File: src/rtl/minigame_hub_if.sv
// rtl/minigame_hub_if.sv - bundle of per-game core signals between the hub and its minigame cores
interface minigame_hub_if #(
  parameter int N_GAMES = 3,
  parameter int SCORE_W = 3,
  parameter int LED_W   = 3
);
  logic [4*N_GAMES-1:0]       game_estado;
  logic [7*N_GAMES-1:0]       game_jogada;
  logic [LED_W*N_GAMES-1:0]   game_leds;
  logic [SCORE_W*N_GAMES-1:0] game_pontuacao;
  logic [N_GAMES-1:0]         game_pronto;
  logic [N_GAMES-1:0]         game_jogar;
  logic                       game_dificuldade;

  modport master (
    output game_jogar, game_dificuldade,
    input  game_estado, game_jogada, game_leds, game_pontuacao, game_pronto
  );

  modport slave (
    input  game_jogar, game_dificuldade,
    output game_estado, game_jogada, game_leds, game_pontuacao, game_pronto
  );
endinterface

File: src/rtl/minigame_hub.sv
// rtl/minigame_hub.sv - session dispatcher for N_GAMES minigame cores with best-score tracking
module minigame_hub #(
  parameter int N_GAMES     = 3,
  parameter int SEL_W       = 2,
  parameter int SCORE_W     = 3,
  parameter int LED_W       = 3,
  parameter int TIMEOUT_CYC = 0
) (
  input  logic               clock,
  input  logic               reset,
  input  logic               iniciar,
  input  logic               abortar,
  input  logic               dificuldade,
  input  logic [SEL_W-1:0]   minigame_sel,
  minigame_hub_if.master     games,
  output logic [SEL_W-1:0]   minigame_out,
  output logic [3:0]         estado_out,
  output logic [6:0]         jogada_out,
  output logic [LED_W-1:0]   leds_out,
  output logic [SCORE_W-1:0] pontuacao_out,
  output logic [SCORE_W-1:0] recorde_out,
  output logic               novo_recorde,
  output logic               timeout_out,
  output logic [2:0]         hub_estado
);

  typedef enum logic [2:0] {
    INICIAL    = 3'd0,
    PREPARACAO = 3'd1,
    EXECUCAO   = 3'd2,
    FIM        = 3'd3,
    ERRO       = 3'd4
  } state_t;

  localparam int CNT_W = (TIMEOUT_CYC < 2) ? 1 : $clog2(TIMEOUT_CYC);
  localparam logic [CNT_W-1:0] CNT_LAST = CNT_W'((TIMEOUT_CYC == 0) ? 0 : TIMEOUT_CYC - 1);
  localparam logic [SEL_W:0]   N_LIM    = (SEL_W+1)'(N_GAMES);

  state_t                     state, state_nx;
  logic                       iniciar_q;
  logic [SEL_W-1:0]           sel_q;
  logic                       dif_q;
  logic [CNT_W-1:0]           cnt_q;
  logic [SCORE_W-1:0]         pont_q;
  logic [SCORE_W*N_GAMES-1:0] recorde_q;
  logic [N_GAMES-1:0]         jogar_q;
  logic                       novo_q;
  logic                       tmo_q;

  logic                       start_ev, sel_in_ok, sel_q_ok, pronto_sel, timeout_hit;
  logic [SEL_W-1:0]           idx;
  logic [SCORE_W-1:0]         score_sel, best_sel;

  assign start_ev    = iniciar & ~iniciar_q;
  assign sel_in_ok   = {1'b0, minigame_sel} < N_LIM;
  assign sel_q_ok    = {1'b0, sel_q} < N_LIM;
  // Out-of-range latched selections (ERRO) are steered to game 0 so no select ever leaves the bus.
  assign idx         = sel_q_ok ? sel_q : '0;
  assign pronto_sel  = games.game_pronto[idx];
  assign score_sel   = games.game_pontuacao[SCORE_W*idx +: SCORE_W];
  assign best_sel    = recorde_q[SCORE_W*idx +: SCORE_W];
  assign timeout_hit = (TIMEOUT_CYC != 0) && (cnt_q == CNT_LAST);

  always_ff @(posedge clock or posedge reset) begin
    if (reset) state <= INICIAL;
    else       state <= state_nx;
  end

  always_comb begin
    state_nx = state;
    case (state)
      INICIAL:    if (start_ev) state_nx = PREPARACAO;
      PREPARACAO: state_nx = sel_in_ok ? EXECUCAO : ERRO;
      EXECUCAO: begin
        if (abortar)          state_nx = INICIAL;
        else if (pronto_sel)  state_nx = FIM;
        else if (timeout_hit) state_nx = FIM;
      end
      FIM:        if (start_ev) state_nx = PREPARACAO;
      ERRO:       if (start_ev) state_nx = PREPARACAO;
      default:    state_nx = INICIAL;
    endcase
  end

  always_ff @(posedge clock or posedge reset) begin
    if (reset) begin
      iniciar_q <= 1'b0;
      sel_q     <= '0;
      dif_q     <= 1'b0;
      cnt_q     <= '0;
      pont_q    <= '0;
      recorde_q <= '0;
      jogar_q   <= '0;
      novo_q    <= 1'b0;
      tmo_q     <= 1'b0;
    end else begin
      iniciar_q <= iniciar;
      jogar_q   <= '0;
      case (state)
        PREPARACAO: begin
          sel_q  <= minigame_sel;
          dif_q  <= dificuldade;
          cnt_q  <= '0;
          pont_q <= '0;
          novo_q <= 1'b0;
          tmo_q  <= 1'b0;
          if (sel_in_ok) jogar_q <= N_GAMES'(1) << minigame_sel;
        end
        EXECUCAO: begin
          cnt_q <= cnt_q + 1'b1;
          if (abortar) begin
            novo_q <= 1'b0;
            tmo_q  <= 1'b0;
          end else if (pronto_sel) begin
            pont_q <= score_sel;
            novo_q <= score_sel > best_sel;
            if (score_sel > best_sel) recorde_q[SCORE_W*idx +: SCORE_W] <= score_sel;
          end else if (timeout_hit) begin
            tmo_q <= 1'b1;
          end
        end
        default: ;
      endcase
    end
  end

  assign games.game_jogar       = jogar_q;
  assign games.game_dificuldade = dif_q;
  assign minigame_out           = sel_q;
  assign hub_estado             = state;
  assign novo_recorde           = novo_q;
  assign timeout_out            = tmo_q;
  assign recorde_out            = sel_q_ok ? best_sel : '0;

  always_comb begin
    estado_out    = {1'b0, state};
    jogada_out    = '0;
    leds_out      = '0;
    pontuacao_out = pont_q;
    if (state == ERRO) estado_out = 4'hE;
    if (state == EXECUCAO || state == FIM) begin
      estado_out = games.game_estado[4*idx +: 4];
      jogada_out = games.game_jogada[7*idx +: 7];
      leds_out   = games.game_leds[LED_W*idx +: LED_W];
    end
    if (state == EXECUCAO) pontuacao_out = score_sel;
  end

endmodule

File: src/flat_wrapper.sv
// flat-port wrapper written by rule: the top's interface ports become plain ports
module minigame_hub_flat 
#(
  parameter int N_GAMES     = 3,
  parameter int SEL_W       = 2,
  parameter int SCORE_W     = 3,
  parameter int LED_W       = 3,
  parameter int TIMEOUT_CYC = 0
)
  (clock, reset, iniciar, abortar, dificuldade, minigame_sel, minigame_out, estado_out, jogada_out, leds_out, pontuacao_out, recorde_out, novo_recorde, timeout_out, hub_estado, games_game_jogar, games_game_dificuldade, games_game_estado, games_game_jogada, games_game_leds, games_game_pontuacao, games_game_pronto);
  minigame_hub_if #(.N_GAMES(N_GAMES), .SCORE_W(SCORE_W), .LED_W(LED_W)) games_i ();
  input  logic clock;
  input  logic reset;
  input  logic iniciar;
  input  logic abortar;
  input  logic dificuldade;
  input  logic [SEL_W-1:0] minigame_sel;
  output logic [SEL_W-1:0] minigame_out;
  output logic [3:0] estado_out;
  output logic [6:0] jogada_out;
  output logic [LED_W-1:0] leds_out;
  output logic [SCORE_W-1:0] pontuacao_out;
  output logic [SCORE_W-1:0] recorde_out;
  output logic novo_recorde;
  output logic timeout_out;
  output logic [2:0] hub_estado;
  output wire logic [$bits(games_i.game_jogar)-1:0] games_game_jogar;
  output wire logic [$bits(games_i.game_dificuldade)-1:0] games_game_dificuldade;
  input wire logic [$bits(games_i.game_estado)-1:0] games_game_estado;
  input wire logic [$bits(games_i.game_jogada)-1:0] games_game_jogada;
  input wire logic [$bits(games_i.game_leds)-1:0] games_game_leds;
  input wire logic [$bits(games_i.game_pontuacao)-1:0] games_game_pontuacao;
  input wire logic [$bits(games_i.game_pronto)-1:0] games_game_pronto;
  assign games_game_jogar = games_i.game_jogar;
  assign games_game_dificuldade = games_i.game_dificuldade;
  assign games_i.game_estado = games_game_estado;
  assign games_i.game_jogada = games_game_jogada;
  assign games_i.game_leds = games_game_leds;
  assign games_i.game_pontuacao = games_game_pontuacao;
  assign games_i.game_pronto = games_game_pronto;
  minigame_hub #(.N_GAMES(N_GAMES), .SEL_W(SEL_W), .SCORE_W(SCORE_W), .LED_W(LED_W), .TIMEOUT_CYC(TIMEOUT_CYC)) u_core (.clock(clock), .reset(reset), .iniciar(iniciar), .abortar(abortar), .dificuldade(dificuldade), .minigame_sel(minigame_sel), .games(games_i), .minigame_out(minigame_out), .estado_out(estado_out), .jogada_out(jogada_out), .leds_out(leds_out), .pontuacao_out(pontuacao_out), .recorde_out(recorde_out), .novo_recorde(novo_recorde), .timeout_out(timeout_out), .hub_estado(hub_estado));
endmodule
File: config.mk
export PLATFORM = sky130hd
export DESIGN_NAME = minigame_hub_flat
export DESIGN_NICKNAME = d
export VERILOG_FILES = /design/src/rtl/minigame_hub_if.sv /design/src/rtl/minigame_hub.sv /design/src/flat_wrapper.sv
export SDC_FILE = /design/constraint.sdc
export NUM_CORES = 1
export LEC_CHECK = 0
export CAP_MARGIN = 10
export CORE_UTILIZATION = 30
export CTS_CLUSTER_DIAMETER = 40
export CTS_CLUSTER_SIZE = 30
export DETAILED_ROUTE_END_ITERATION = 8
export GPL_TIMING_DRIVEN = 0
export PLACE_DENSITY = 0.73
export SYNTH_ARGS = -nofsm -noshare
export SYNTH_HDL_FRONTEND = slang
export SYNTH_SLANG_ARGS = --single-unit
File: constraint.sdc
create_clock -name clock -period 3.7 [get_ports clock]
set_input_delay 0.555 -clock clock [delete_from_list [all_inputs] [get_ports clock]]
set_output_delay 0.555 -clock clock [all_outputs]
set_load 0.01 [all_outputs]
==> reports/metrics.cfg <==
[synth]
syn_area_um2 = 1770
synth_compound_area_frac = 0.128
synthAdderAreaFrac = 0.0496
synthMuxAreaShare = 0.232
synthCells = 198
syn_nets = 266
syn_area_per_cell_um2 = 8.92
synth_seq_area_share = 0.326
yosys_warnings = 0
synth_xor_area_frac = 0.00496
ys_types = 35
synth_seq_cells = 23
synthSimpleGateAreaFrac = 0.203
synth_top_family_by_area = multiplexers

[detailed_routing]
ant_nets = 0
drt_wl_total_mm = 5.00
dr.pass1.iters = 4
vias = 1777
drtIter0Drc = 61
viasPerCell = 4.88
drc = 0
post_drt_wl_per_cell_um = 13.7

[die]
rows = 27
fp.dieW_um = 78.7
ioPinCount = 92
core_area_um2 = 5570
die_height_um = 78.7
dieArea_um2 = 6200
initial_core_util = 0.317

[place]
pre_cts_ws_ns = 0.300
port_buffers = 90
dp_hpwl_mm = 3.94
globalplace.congestion = 0.807

[sta]
max_slew_margin = 0.415
setup_viol = 0
grt_setup_unrepaired = false
worst_hold_slack_ns = 0.514
finalHoldViolCount = 0
tightest_slew_ns = 0.877
period_share = 0.930
worst_slack_ns = 0.257
period_minus_slack_ns = 3.44
clock_skew_ns = 0.00261
drv_slew = 0
finalSetupTns_ns = 0
fmax_ghz = 0.290

[grt]
track_usage = 0.165
antenna_found_initial = 0
grt_pass1_vias = 1763
grt_max_degree = 24
grt_first_pass_wirelength_mm = 8.17
grt-ovfl-total = 0

[clock_network]
clk_pin_slew_ns = 0.08
clk-insertion-delay-late_ns = 0.26
cts_max_path_buffers = 2
clock-sinks = 23
holdBufCountCts = 0
cts_tree = yes
numCtsBuffers = 3
cts_setup_buffers = 0
htree_levels = 1
cts_resized = 0
root_buffer = clkbuf_8

[critical_path]
path_cells = inv_1 > ha_1 > clkbuf_1 > a2bb2oi_1 > inv_1 > mux2_2 > clkdlybuf4s50_1
crit_start = u_core.minigame_out[0]
path_buf_inv = 4
cp.required_ns = 3.14
crit_type = reg -> out
critPathArrivalTime_ns = 2.89
critPathTopFamily = buffers and inverters
reg2reg_from = u_core.minigame_out[1]
cp_slowest_cell = a2bb2oi_1
crit_path_end_kind = output port
max_stage_delay_ns = 0.52
setup.worst_path.start_class = flop
cp_max_fo = 10
path_common_cell = inv_1

[power]
p_leak_nw = 1.20
vdd_drop_max_mv = 0.302
p_per_area_nw_per_um2 = 665

[hold_path]
hold_start = u_core.recorde_q[2]
min_path_type = reg -> reg

[finish]
fin_nets = 361
diodes = 0
final_cell_mix = clkdlybuf4s50_1, nor2_1, mux2i_1
final_common_cell = clkdlybuf4s50_1
layout-drive-gt1-share = 0.0959
synthToLayoutAreaGrowth_pct = 58.8

[flow_run]
cap_violations = 0

[status]
outcome = finished clean

-- cell families (layout without fill, tap and decap cells) --
| family | count (synthesis) | in the layout |
|---|---|---|
| flip-flops | 23 | 23 |
| multiplexers | 37 | 37 |
| other | 1 | 1 |
| adder cells (fa/ha/maj) | 7 | 7 |
| AO/OA/AOI/OAI | 37 | 37 |
| AND/OR/NAND/NOR | 72 | 72 |
| buffers and inverters | 20 | 114 |
| XOR/XNOR | 1 | 1 |
-- state kept, by name, summed over array words and instances, names as in the netlist --
name / flops
u_core.games.game_dificuldade: 1
u_core.novo_recorde: 1
u_core.hub_estado: 3
u_core.minigame_out: 2
u_core.iniciar_q: 1
u_core.games.game_jogar: 3
u_core.pont_q: 3
u_core.recorde_q: 9
-- synth_stat cells --
master | n | area [µm²]
a211oi_4 | 1 | 20.0
a21o_1 | 1 | 7.51
a21oi_1 | 20 | 100
a22o_1 | 1 | 8.76
a2bb2oi_1 | 3 | 26.3
and2b_2 | 1 | 8.76
and3_1 | 1 | 6.26
and4_4 | 2 | 22.5
buf_2 | 1 | 5.00
buf_4 | 3 | 22.5
buf_6 | 1 | 11.3
clkbuf_1 | 7 | 26.3
conb_1 | 1 | 3.75
dfrtp_1 | 23 | 576
ha_1 | 7 | 87.6
inv_1 | 8 | 30.0
mux2_2 | 7 | 78.8
mux2_4 | 6 | 90.1
mux2i_1 | 24 | 240
nand2_1 | 9 | 33.8
nand2b_1 | 5 | 31.3
nand3_1 | 2 | 10.0
nand3b_1 | 3 | 22.5
nand4b_1 | 1 | 8.76
nor2_1 | 36 | 135
nor2b_1 | 3 | 18.8
nor3_1 | 4 | 20.0
nor3b_1 | 2 | 15.0
o211ai_1 | 2 | 15.0
o21ai_0 | 8 | 40.0
o32ai_1 | 1 | 8.76
or2_2 | 1 | 6.26
or3_1 | 1 | 6.26
or4b_4 | 1 | 13.8
xnor2_1 | 1 | 8.76
-- power by group --
group,internal [W],total (W),switching (W)
combinational,0.000653,0.00132,0.000670
clock,0.0000751,0.000154,0.0000787
sequential,0.000331,0.000388,0.0000564
total,0.00106,0.00186,0.000805
-- final timing paths --
check	to	depth (start not counted)	slack, ns
worst max-delay path	pontuacao_out[2]	7	0.26
worst min-delay path	u_core.recorde_q[2]	1	0.51
worst max register to register	u_core.recorde_q[1]	11	0.32
worst min register to register	u_core.recorde_q[2]	1	0.51
max in group asynchronous	u_core.recorde_q[8]	2	2.38
min in group asynchronous	u_core.minigame_out[1]	2	0.77
-- area by class of cell --
| class | count | area (µm²) |
|---|---|---|
| fillers | 555 | 2770 |
| inverters | 8 | 30.0 |
| clock buffers | 3 | 41.3 |
| plain buffers | 12 | 65.1 |
| flip-flops and latches | 23 | 576 |
| repair buffers | 90 | 901 |
| well taps | 72 | 90.1 |
| multi-input cells | 155 | 1090 |
| clock inverters | 1 | 5.00 |
-- through the flow --
stage	total power [W]	utilization	instance area, µm²	std cells
floorplan	0.00121	-	1770	198
global placement	0.00170	0.495	2760	360
detailed placement	0.00172	0.495	2760	360
CTS	0.00188	0.503	2800	364
global route	0.00202	0.503	2800	364
finish	0.00186	0.503	2800	364
-- per-layer routing --
layer,share of wire,track usage,vias to the layer above
met4,0.0084,0.0389,0
met3,0.072,0.0414,4
met1,0.42,0.200,829
li1,-,-,877
met2,0.50,0.292,67
met5,0,0,-
No activity file was read; power rests on OpenSTA's default activity.
